`src/rtl/mem_port_arbiter_if.sv`:
```
// Handshake bundle between the fetch/data requesters, the arbiter and the single-ported memory.
interface mem_port_arbiter_if #(
    parameter int ADDR_W = 32,
    parameter int DATA_W = 32
);
    logic                  if_req;
    logic [ADDR_W-1:0]     if_addr;
    logic                  if_flush;
    logic                  if_gnt;
    logic                  if_rvalid;
    logic [DATA_W-1:0]     if_rdata;

    logic                  d_req;
    logic                  d_we;
    logic [DATA_W/8-1:0]   d_be;
    logic [ADDR_W-1:0]     d_addr;
    logic [DATA_W-1:0]     d_wdata;
    logic                  d_gnt;
    logic                  d_rvalid;
    logic [DATA_W-1:0]     d_rdata;

    logic                  mem_req;
    logic                  mem_we;
    logic [DATA_W/8-1:0]   mem_be;
    logic [ADDR_W-1:0]     mem_addr;
    logic [DATA_W-1:0]     mem_wdata;
    logic                  mem_rvalid;
    logic [DATA_W-1:0]     mem_rdata;

    // Arbiter side
    modport slave (
        input  if_req, if_addr, if_flush, d_req, d_we, d_be, d_addr, d_wdata,
               mem_rvalid, mem_rdata,
        output if_gnt, if_rvalid, if_rdata, d_gnt, d_rvalid, d_rdata,
               mem_req, mem_we, mem_be, mem_addr, mem_wdata
    );

    // Requester/memory side
    modport master (
        output if_req, if_addr, if_flush, d_req, d_we, d_be, d_addr, d_wdata,
               mem_rvalid, mem_rdata,
        input  if_gnt, if_rvalid, if_rdata, d_gnt, d_rvalid, d_rdata,
               mem_req, mem_we, mem_be, mem_addr, mem_wdata
    );
endinterface

```
`src/rtl/mem_port_arbiter.sv`:
```
// Fetch/data arbiter for one single-ported memory, data-priority with starvation override.
// Latency: grant and memory command same cycle; requester rvalid one cycle after mem_rvalid.
// Backpressure: one op outstanding; requests hold until gnt. MEM_ARB_STATS_EN adds grant counters.
module mem_port_arbiter #(
    parameter int STARVE_LIMIT = 4,
    parameter int ADDR_W       = 32,
    parameter int DATA_W       = 32
) (
    input  logic                 clk,
    input  logic                 rst,
    mem_port_arbiter_if.slave    bus
`ifdef MEM_ARB_STATS_EN
    ,
    output logic [31:0]          stat_if_grants,
    output logic [31:0]          stat_d_grants,
    output logic [31:0]          stat_forced
`endif
);
    localparam int BE_W  = DATA_W / 8;
    localparam int CNT_W = $clog2(STARVE_LIMIT + 1);
    localparam logic [CNT_W-1:0] LIMIT = CNT_W'(STARVE_LIMIT);

    typedef enum logic {ST_IDLE, ST_WAIT} state_t;

    state_t             state_q, state_d;
    logic               owner_fetch_q, owner_fetch_d;
    logic               drop_q, drop_d;
    logic [CNT_W-1:0]   starve_q, starve_d;
    logic [DATA_W-1:0]  rdata_q;
    logic               if_rvalid_q, if_rvalid_d;
    logic               d_rvalid_q, d_rvalid_d;
    logic               cap_rdata;
    logic               fetch_ok, forced, grant_if, grant_d;

    always_ff @(posedge clk or negedge rst) begin
        if (!rst) begin
            state_q       <= ST_IDLE;
            owner_fetch_q <= 1'b0;
            drop_q        <= 1'b0;
            starve_q      <= '0;
            rdata_q       <= '0;
            if_rvalid_q   <= 1'b0;
            d_rvalid_q    <= 1'b0;
        end else begin
            state_q       <= state_d;
            owner_fetch_q <= owner_fetch_d;
            drop_q        <= drop_d;
            starve_q      <= starve_d;
            if_rvalid_q   <= if_rvalid_d;
            d_rvalid_q    <= d_rvalid_d;
            if (cap_rdata) begin
                rdata_q <= bus.mem_rdata;
            end
        end
    end

    always_comb begin
        state_d       = state_q;
        owner_fetch_d = owner_fetch_q;
        drop_d        = drop_q;
        starve_d      = starve_q;
        if_rvalid_d   = 1'b0;
        d_rvalid_d    = 1'b0;
        cap_rdata     = 1'b0;
        fetch_ok      = 1'b0;
        forced        = 1'b0;
        grant_if      = 1'b0;
        grant_d       = 1'b0;
        case (state_q)
            ST_IDLE: begin
                // A fetch being flushed this cycle is never granted, even when forced.
                fetch_ok = bus.if_req && !bus.if_flush;
                forced   = fetch_ok && (starve_q == LIMIT);
                grant_if = fetch_ok && (forced || !bus.d_req);
                grant_d  = bus.d_req && !grant_if;
                if (grant_if) begin
                    state_d       = ST_WAIT;
                    owner_fetch_d = 1'b1;
                    drop_d        = 1'b0;
                    starve_d      = '0;
                end else if (grant_d) begin
                    state_d       = ST_WAIT;
                    owner_fetch_d = 1'b0;
                    drop_d        = 1'b0;
                    if (!bus.if_req) begin
                        starve_d = '0;
                    end else if (starve_q != LIMIT) begin
                        starve_d = starve_q + 1'b1;
                    end
                end else if (!bus.if_req) begin
                    starve_d = '0;
                end
            end
            ST_WAIT: begin
                if (bus.mem_rvalid) begin
                    state_d   = ST_IDLE;
                    cap_rdata = 1'b1;
                    drop_d    = 1'b0;
                    if (owner_fetch_q) begin
                        if_rvalid_d = !(drop_q || bus.if_flush);
                    end else begin
                        d_rvalid_d = 1'b1;
                    end
                end else if (owner_fetch_q && bus.if_flush) begin
                    drop_d = 1'b1;
                end
            end
        endcase
    end

    assign bus.if_gnt    = grant_if;
    assign bus.d_gnt     = grant_d;
    assign bus.if_rvalid = if_rvalid_q;
    assign bus.d_rvalid  = d_rvalid_q;
    assign bus.if_rdata  = rdata_q;
    assign bus.d_rdata   = rdata_q;

    assign bus.mem_req   = grant_if || grant_d;
    assign bus.mem_we    = grant_d && bus.d_we;
    assign bus.mem_be    = grant_d ? bus.d_be : (grant_if ? {BE_W{1'b1}} : {BE_W{1'b0}});
    assign bus.mem_addr  = grant_d ? bus.d_addr : (grant_if ? bus.if_addr : {ADDR_W{1'b0}});
    assign bus.mem_wdata = grant_d ? bus.d_wdata : {DATA_W{1'b0}};

`ifdef MEM_ARB_STATS_EN
    always_ff @(posedge clk or negedge rst) begin
        if (!rst) begin
            stat_if_grants <= '0;
            stat_d_grants  <= '0;
            stat_forced    <= '0;
        end else begin
            if (grant_if) stat_if_grants <= stat_if_grants + 32'd1;
            if (grant_d)  stat_d_grants  <= stat_d_grants + 32'd1;
            if (grant_if && forced) stat_forced <= stat_forced + 32'd1;
        end
    end
`endif
endmodule

```
`src/flat_wrapper.sv`:
```
// flat-port wrapper written by rule: the top's interface ports become plain ports
module mem_port_arbiter_flat 
#(
    parameter int STARVE_LIMIT = 4,
    parameter int ADDR_W       = 32,
    parameter int DATA_W       = 32
)
  (clk, rst, bus_if_req, bus_if_addr, bus_if_flush, bus_d_req, bus_d_we, bus_d_be, bus_d_addr, bus_d_wdata, bus_mem_rvalid, bus_mem_rdata, bus_if_gnt, bus_if_rvalid, bus_if_rdata, bus_d_gnt, bus_d_rvalid, bus_d_rdata, bus_mem_req, bus_mem_we, bus_mem_be, bus_mem_addr, bus_mem_wdata);
  mem_port_arbiter_if #(.ADDR_W(ADDR_W), .DATA_W(DATA_W)) bus_i ();
  input  logic clk;
  input  logic rst;
  input wire logic [$bits(bus_i.if_req)-1:0] bus_if_req;
  input wire logic [$bits(bus_i.if_addr)-1:0] bus_if_addr;
  input wire logic [$bits(bus_i.if_flush)-1:0] bus_if_flush;
  input wire logic [$bits(bus_i.d_req)-1:0] bus_d_req;
  input wire logic [$bits(bus_i.d_we)-1:0] bus_d_we;
  input wire logic [$bits(bus_i.d_be)-1:0] bus_d_be;
  input wire logic [$bits(bus_i.d_addr)-1:0] bus_d_addr;
  input wire logic [$bits(bus_i.d_wdata)-1:0] bus_d_wdata;
  input wire logic [$bits(bus_i.mem_rvalid)-1:0] bus_mem_rvalid;
  input wire logic [$bits(bus_i.mem_rdata)-1:0] bus_mem_rdata;
  output wire logic [$bits(bus_i.if_gnt)-1:0] bus_if_gnt;
  output wire logic [$bits(bus_i.if_rvalid)-1:0] bus_if_rvalid;
  output wire logic [$bits(bus_i.if_rdata)-1:0] bus_if_rdata;
  output wire logic [$bits(bus_i.d_gnt)-1:0] bus_d_gnt;
  output wire logic [$bits(bus_i.d_rvalid)-1:0] bus_d_rvalid;
  output wire logic [$bits(bus_i.d_rdata)-1:0] bus_d_rdata;
  output wire logic [$bits(bus_i.mem_req)-1:0] bus_mem_req;
  output wire logic [$bits(bus_i.mem_we)-1:0] bus_mem_we;
  output wire logic [$bits(bus_i.mem_be)-1:0] bus_mem_be;
  output wire logic [$bits(bus_i.mem_addr)-1:0] bus_mem_addr;
  output wire logic [$bits(bus_i.mem_wdata)-1:0] bus_mem_wdata;
  assign bus_i.if_req = bus_if_req;
  assign bus_i.if_addr = bus_if_addr;
  assign bus_i.if_flush = bus_if_flush;
  assign bus_i.d_req = bus_d_req;
  assign bus_i.d_we = bus_d_we;
  assign bus_i.d_be = bus_d_be;
  assign bus_i.d_addr = bus_d_addr;
  assign bus_i.d_wdata = bus_d_wdata;
  assign bus_i.mem_rvalid = bus_mem_rvalid;
  assign bus_i.mem_rdata = bus_mem_rdata;
  assign bus_if_gnt = bus_i.if_gnt;
  assign bus_if_rvalid = bus_i.if_rvalid;
  assign bus_if_rdata = bus_i.if_rdata;
  assign bus_d_gnt = bus_i.d_gnt;
  assign bus_d_rvalid = bus_i.d_rvalid;
  assign bus_d_rdata = bus_i.d_rdata;
  assign bus_mem_req = bus_i.mem_req;
  assign bus_mem_we = bus_i.mem_we;
  assign bus_mem_be = bus_i.mem_be;
  assign bus_mem_addr = bus_i.mem_addr;
  assign bus_mem_wdata = bus_i.mem_wdata;
  mem_port_arbiter #(.STARVE_LIMIT(STARVE_LIMIT), .ADDR_W(ADDR_W), .DATA_W(DATA_W)) u_core (.clk(clk), .rst(rst), .bus(bus_i));
endmodule
```
`config.mk`:
```
export PLATFORM = sky130hd
export DESIGN_NAME = mem_port_arbiter_flat
export DESIGN_NICKNAME = d
export VERILOG_FILES = /design/src/rtl/mem_port_arbiter_if.sv /design/src/rtl/mem_port_arbiter.sv /design/src/flat_wrapper.sv
export SDC_FILE = /design/constraint.sdc
export NUM_CORES = 1
export LEC_CHECK = 0
export BUFFER_PORTS_ARGS = -buffer_cell sky130_fd_sc_hd__buf_2
export CAP_MARGIN = 10
export CELL_PAD_IN_SITES_DETAIL_PLACEMENT = 0
export CELL_PAD_IN_SITES_GLOBAL_PLACEMENT = 1
export CORE_AREA = 2 2 107 109
export DETAILED_ROUTE_END_ITERATION = 10
export DIE_AREA = 0 0 109 111
export GPL_TIMING_DRIVEN = 0
export HOLD_SLACK_MARGIN = 0.12
export PLACE_DENSITY_LB_ADDON = 0.2
export SKIP_CTS_REPAIR_TIMING = 1
export SLEW_MARGIN = 0
export SYNTH_ARGS = -nofsm -noshare
export SYNTH_HDL_FRONTEND = slang
export SYNTH_SLANG_ARGS = --single-unit
```
`constraint.sdc`:
```
create_clock -name clk -period 1.9 [get_ports clk]
set_input_delay 0 -clock clk [delete_from_list [all_inputs] [get_ports clk]]
set_output_delay 0 -clock clk [all_outputs]
set_load 0.01 [all_outputs]
```
==> impl_metrics.json <==
{
  "status": "finished, final reports clean",
  "ir_drop_mv": 0.4968,
  "netlist_area_sq_um": 2452,
  "layout.cells.non_filler": 689,
  "power.leakage_uw": 0.002619,
  "cp.required_ps": 1900,
  "cts_sinks": 40,
  "drt_iter0_drc": 112,
  "r2r.worst_path.cells": 4,
  "gr-total-overflow": 0,
  "first_pass_iters": 4,
  "hold_viol": 0,
  "drc": 0,
  "criticalPathCategory": "reg -> out",
  "grt_pass1_wl_microns": 13580,
  "die_x_microns": 109,
  "layout_commonest_cell": "buf_2",
  "hpwl_microns": 7893,
  "routed_via_density": 4.218,
  "wire_per_inst_microns": 14.31,
  "vias": 2906,
  "initial_core_util_pct": 22.14,
  "critPathLaunchType": "register",
  "yosysSeqAreaShare_pct": 40.82,
  "regArea_sq_um": 1001,
  "yosysWarnings": 0,
  "antenna_found_initial": 0,
  "fp.coreArea_sq_um": 11080,
  "tightestPinTransition_ps": 930.2,
  "setup_viol": 0,
  "drive_gt1_share_pct": 68.68,
  "die_area_sq_um": 12100,
  "utilization_pct": 41.73,
  "placementRows": 39,
  "hold_path_class": "in -> reg",
  "numPlacedInstances": 640,
  "fin_crit_ps": 1814,
  "insertion_delay_ps": 280,
  "slew-limit-headroom_pct": 37.99,
  "cp_max_fo": 10,
  "place.port_buffers": 276,
  "syn_to_final_growth_pct": 88.47,
  "clk_path_buf_depth": 2,
  "fin_nets": 686,
  "tritoncts": "done",
  "synth_fp_nets": 362,
  "cts_buffers": 5,
  "finalWeightedCongestion": 0.7218,
  "drt_wl_total_microns": 9857,
  "r2r_start": "u_core.state_q$_DFF_PN0_",
  "timing.final.crit_share_pct": 95.47,
  "layout_common_cells": "279 x buf_2, 40 x buf_4, 40 x dfrtp_1",
  "diodes": 0,
  "grt_use_total_pct": 14.48,
  "fin_hold_ws_ps": 178.4,
  "ys_types": 31,
  "ant_nets": 0,
  "clk_pin_slew_ps": 50,
  "hold_depth": 3,
  "drv_cap": 0,
  "min_from": "bus_d_req",
  "fill_cells": 1122,
  "slew_viol_final": 0,
  "die-height_microns": 111,
  "cts_root_buffer": "clkbuf_16",
  "finalClockSkew_ps": 5.299,
  "ios": 277,
  "ys_seq_elements": 40,
  "r2r_slack_ps": 360,
  "cp-end-kind": "output pin",
  "cp-startpoint": "u_core.starve_q[1]$_DFFE_PN0P_",
  "netlist_instances": 221,
  "multi_input_area_sq_um": 1125,
  "cts.htree.levels": 2,
  "power_uw": 4096,
  "grt_pass1_vias": 2610,
  "grt_max_degree": 41,
  "max_freq_ghz": 0.5513,
  "pwr_density_cell_nw_per_um2": 886.2,
  "syn_area_per_cell_sq_um": 11.10,
  "crit_arrival_ps": 1810
}
sequential cells by signal (all words and copies together) (netlist names):
name,count
u_core.bus.d_rdata,32
u_core.starve_q,3
u_core.bus.d_rvalid,1
u_core.bus.if_rvalid,1
u_core.drop_q,1
u_core.owner_fetch_q,1
u_core.state_q,1
critical path: stages (launching register included):
cell and delay (ps):
dfrtp_1 390, inv_2 90, ha_4 160, a21boi_4 70, nor3b_2 240, buf_6 150, buf_6 140, a22o_1 160
buf_2 130
Yosys cell counts:
cell / number / area, sq um
a31oi_1: 1 / 6.260
buf_2: 11 / 55.05
buf_6: 3 / 33.78
nor2b_1: 1 / 6.260
inv_1: 4 / 15.01
nand2_1: 2 / 7.510
o31ai_1: 2 / 15.01
nor4bb_1: 1 / 10.01
nor2_1: 1 / 3.750
a21o_1: 5 / 37.54
a211oi_1: 1 / 7.510
nand4b_1: 1 / 8.760
and2_1: 33 / 206.5
mux2_2: 32 / 360.4
nor3b_2: 1 / 12.51
nand4_1: 2 / 12.51
clkbuf_2: 2 / 10.01
a22oi_1: 1 / 7.510
a21boi_2: 1 / 11.26
and2b_4: 1 / 10.01
ha_1: 2 / 25.02
dfrtp_1: 40 / 1001
a22o_1: 32 / 280.3
nand2b_1: 1 / 6.260
a31oi_4: 1 / 21.27
o21ai_0: 2 / 10.01
o211ai_1: 1 / 7.510
a21oi_1: 2 / 10.01
buf_4: 32 / 240.2
nand3_1: 1 / 5.000
nor4b_1: 1 / 8.760
path summary, 6_finish.rpt:
| kind | end |
|---|---|
| worst max register to register | u_core.bus.d_rdata[25]$_DFFE_PN0P_ |
| worst min register to register | u_core.bus.if_rvalid$_DFF_PN0_ |
| worst max-delay path | bus_mem_addr[7] |
| min in group asynchronous | u_core.bus.d_rdata[25]$_DFFE_PN0P_ |
| max in group asynchronous | u_core.starve_q[2]$_DFFE_PN0P_ |
| worst min-delay path | u_core.state_q$_DFF_PN0_ |
metal layers:
layer	GRT usage [%]	up-vias	wire length, microns	part of all wire (%)
li1	-	1396	-	-
met2	26.00	148	5049	51
met3	4.409	2	937	9.5
met1	16.97	1360	3838	39
met5	0	-	0	0
met4	2.308	0	31	0.31
report_power, final:
group	total, uW	switching, uW	internal [uW]
combinational	2020	883	1140
clock	814	324	490
sequential	1260	179	1090
logic make-up (layout without fill, tap and decap cells):
group	count (synthesis)	after routing	share of synthesized area (%)
buffers and inverters	52	377	14.44
AOI/OAI and AO/OA	49	49	16.89
and+or+nand+nor	46	46	12.14
DFF	40	40	40.82
muxes	32	32	14.69
adders and majority gates	2	2	1.020
cell type report:
class	count	share of cell area (%)
plain buffers	48	7.878
flip-flops and latches	40	21.66
clock buffers	7	2.870
inverters	4	0.3249
multi-input cells	129	24.34
repair buffers	317	38.87
well taps	143	3.871
clock inverters	1	0.1895
stage by stage:
step / TNS (ps) / area, sq um / worst slack (ps)
after floorplan: 0 / 2452 / 456.1
after global placement: 0 / 4013 / 229.3
after detailed placement: 0 / 4013 / 177.1
after CTS: -1942 / 4154 / -115.4
after global routing: -3.757 / 4622 / -2.340
final: 0 / 4622 / 86.16
No activity file was read; power rests on OpenSTA's default activity.
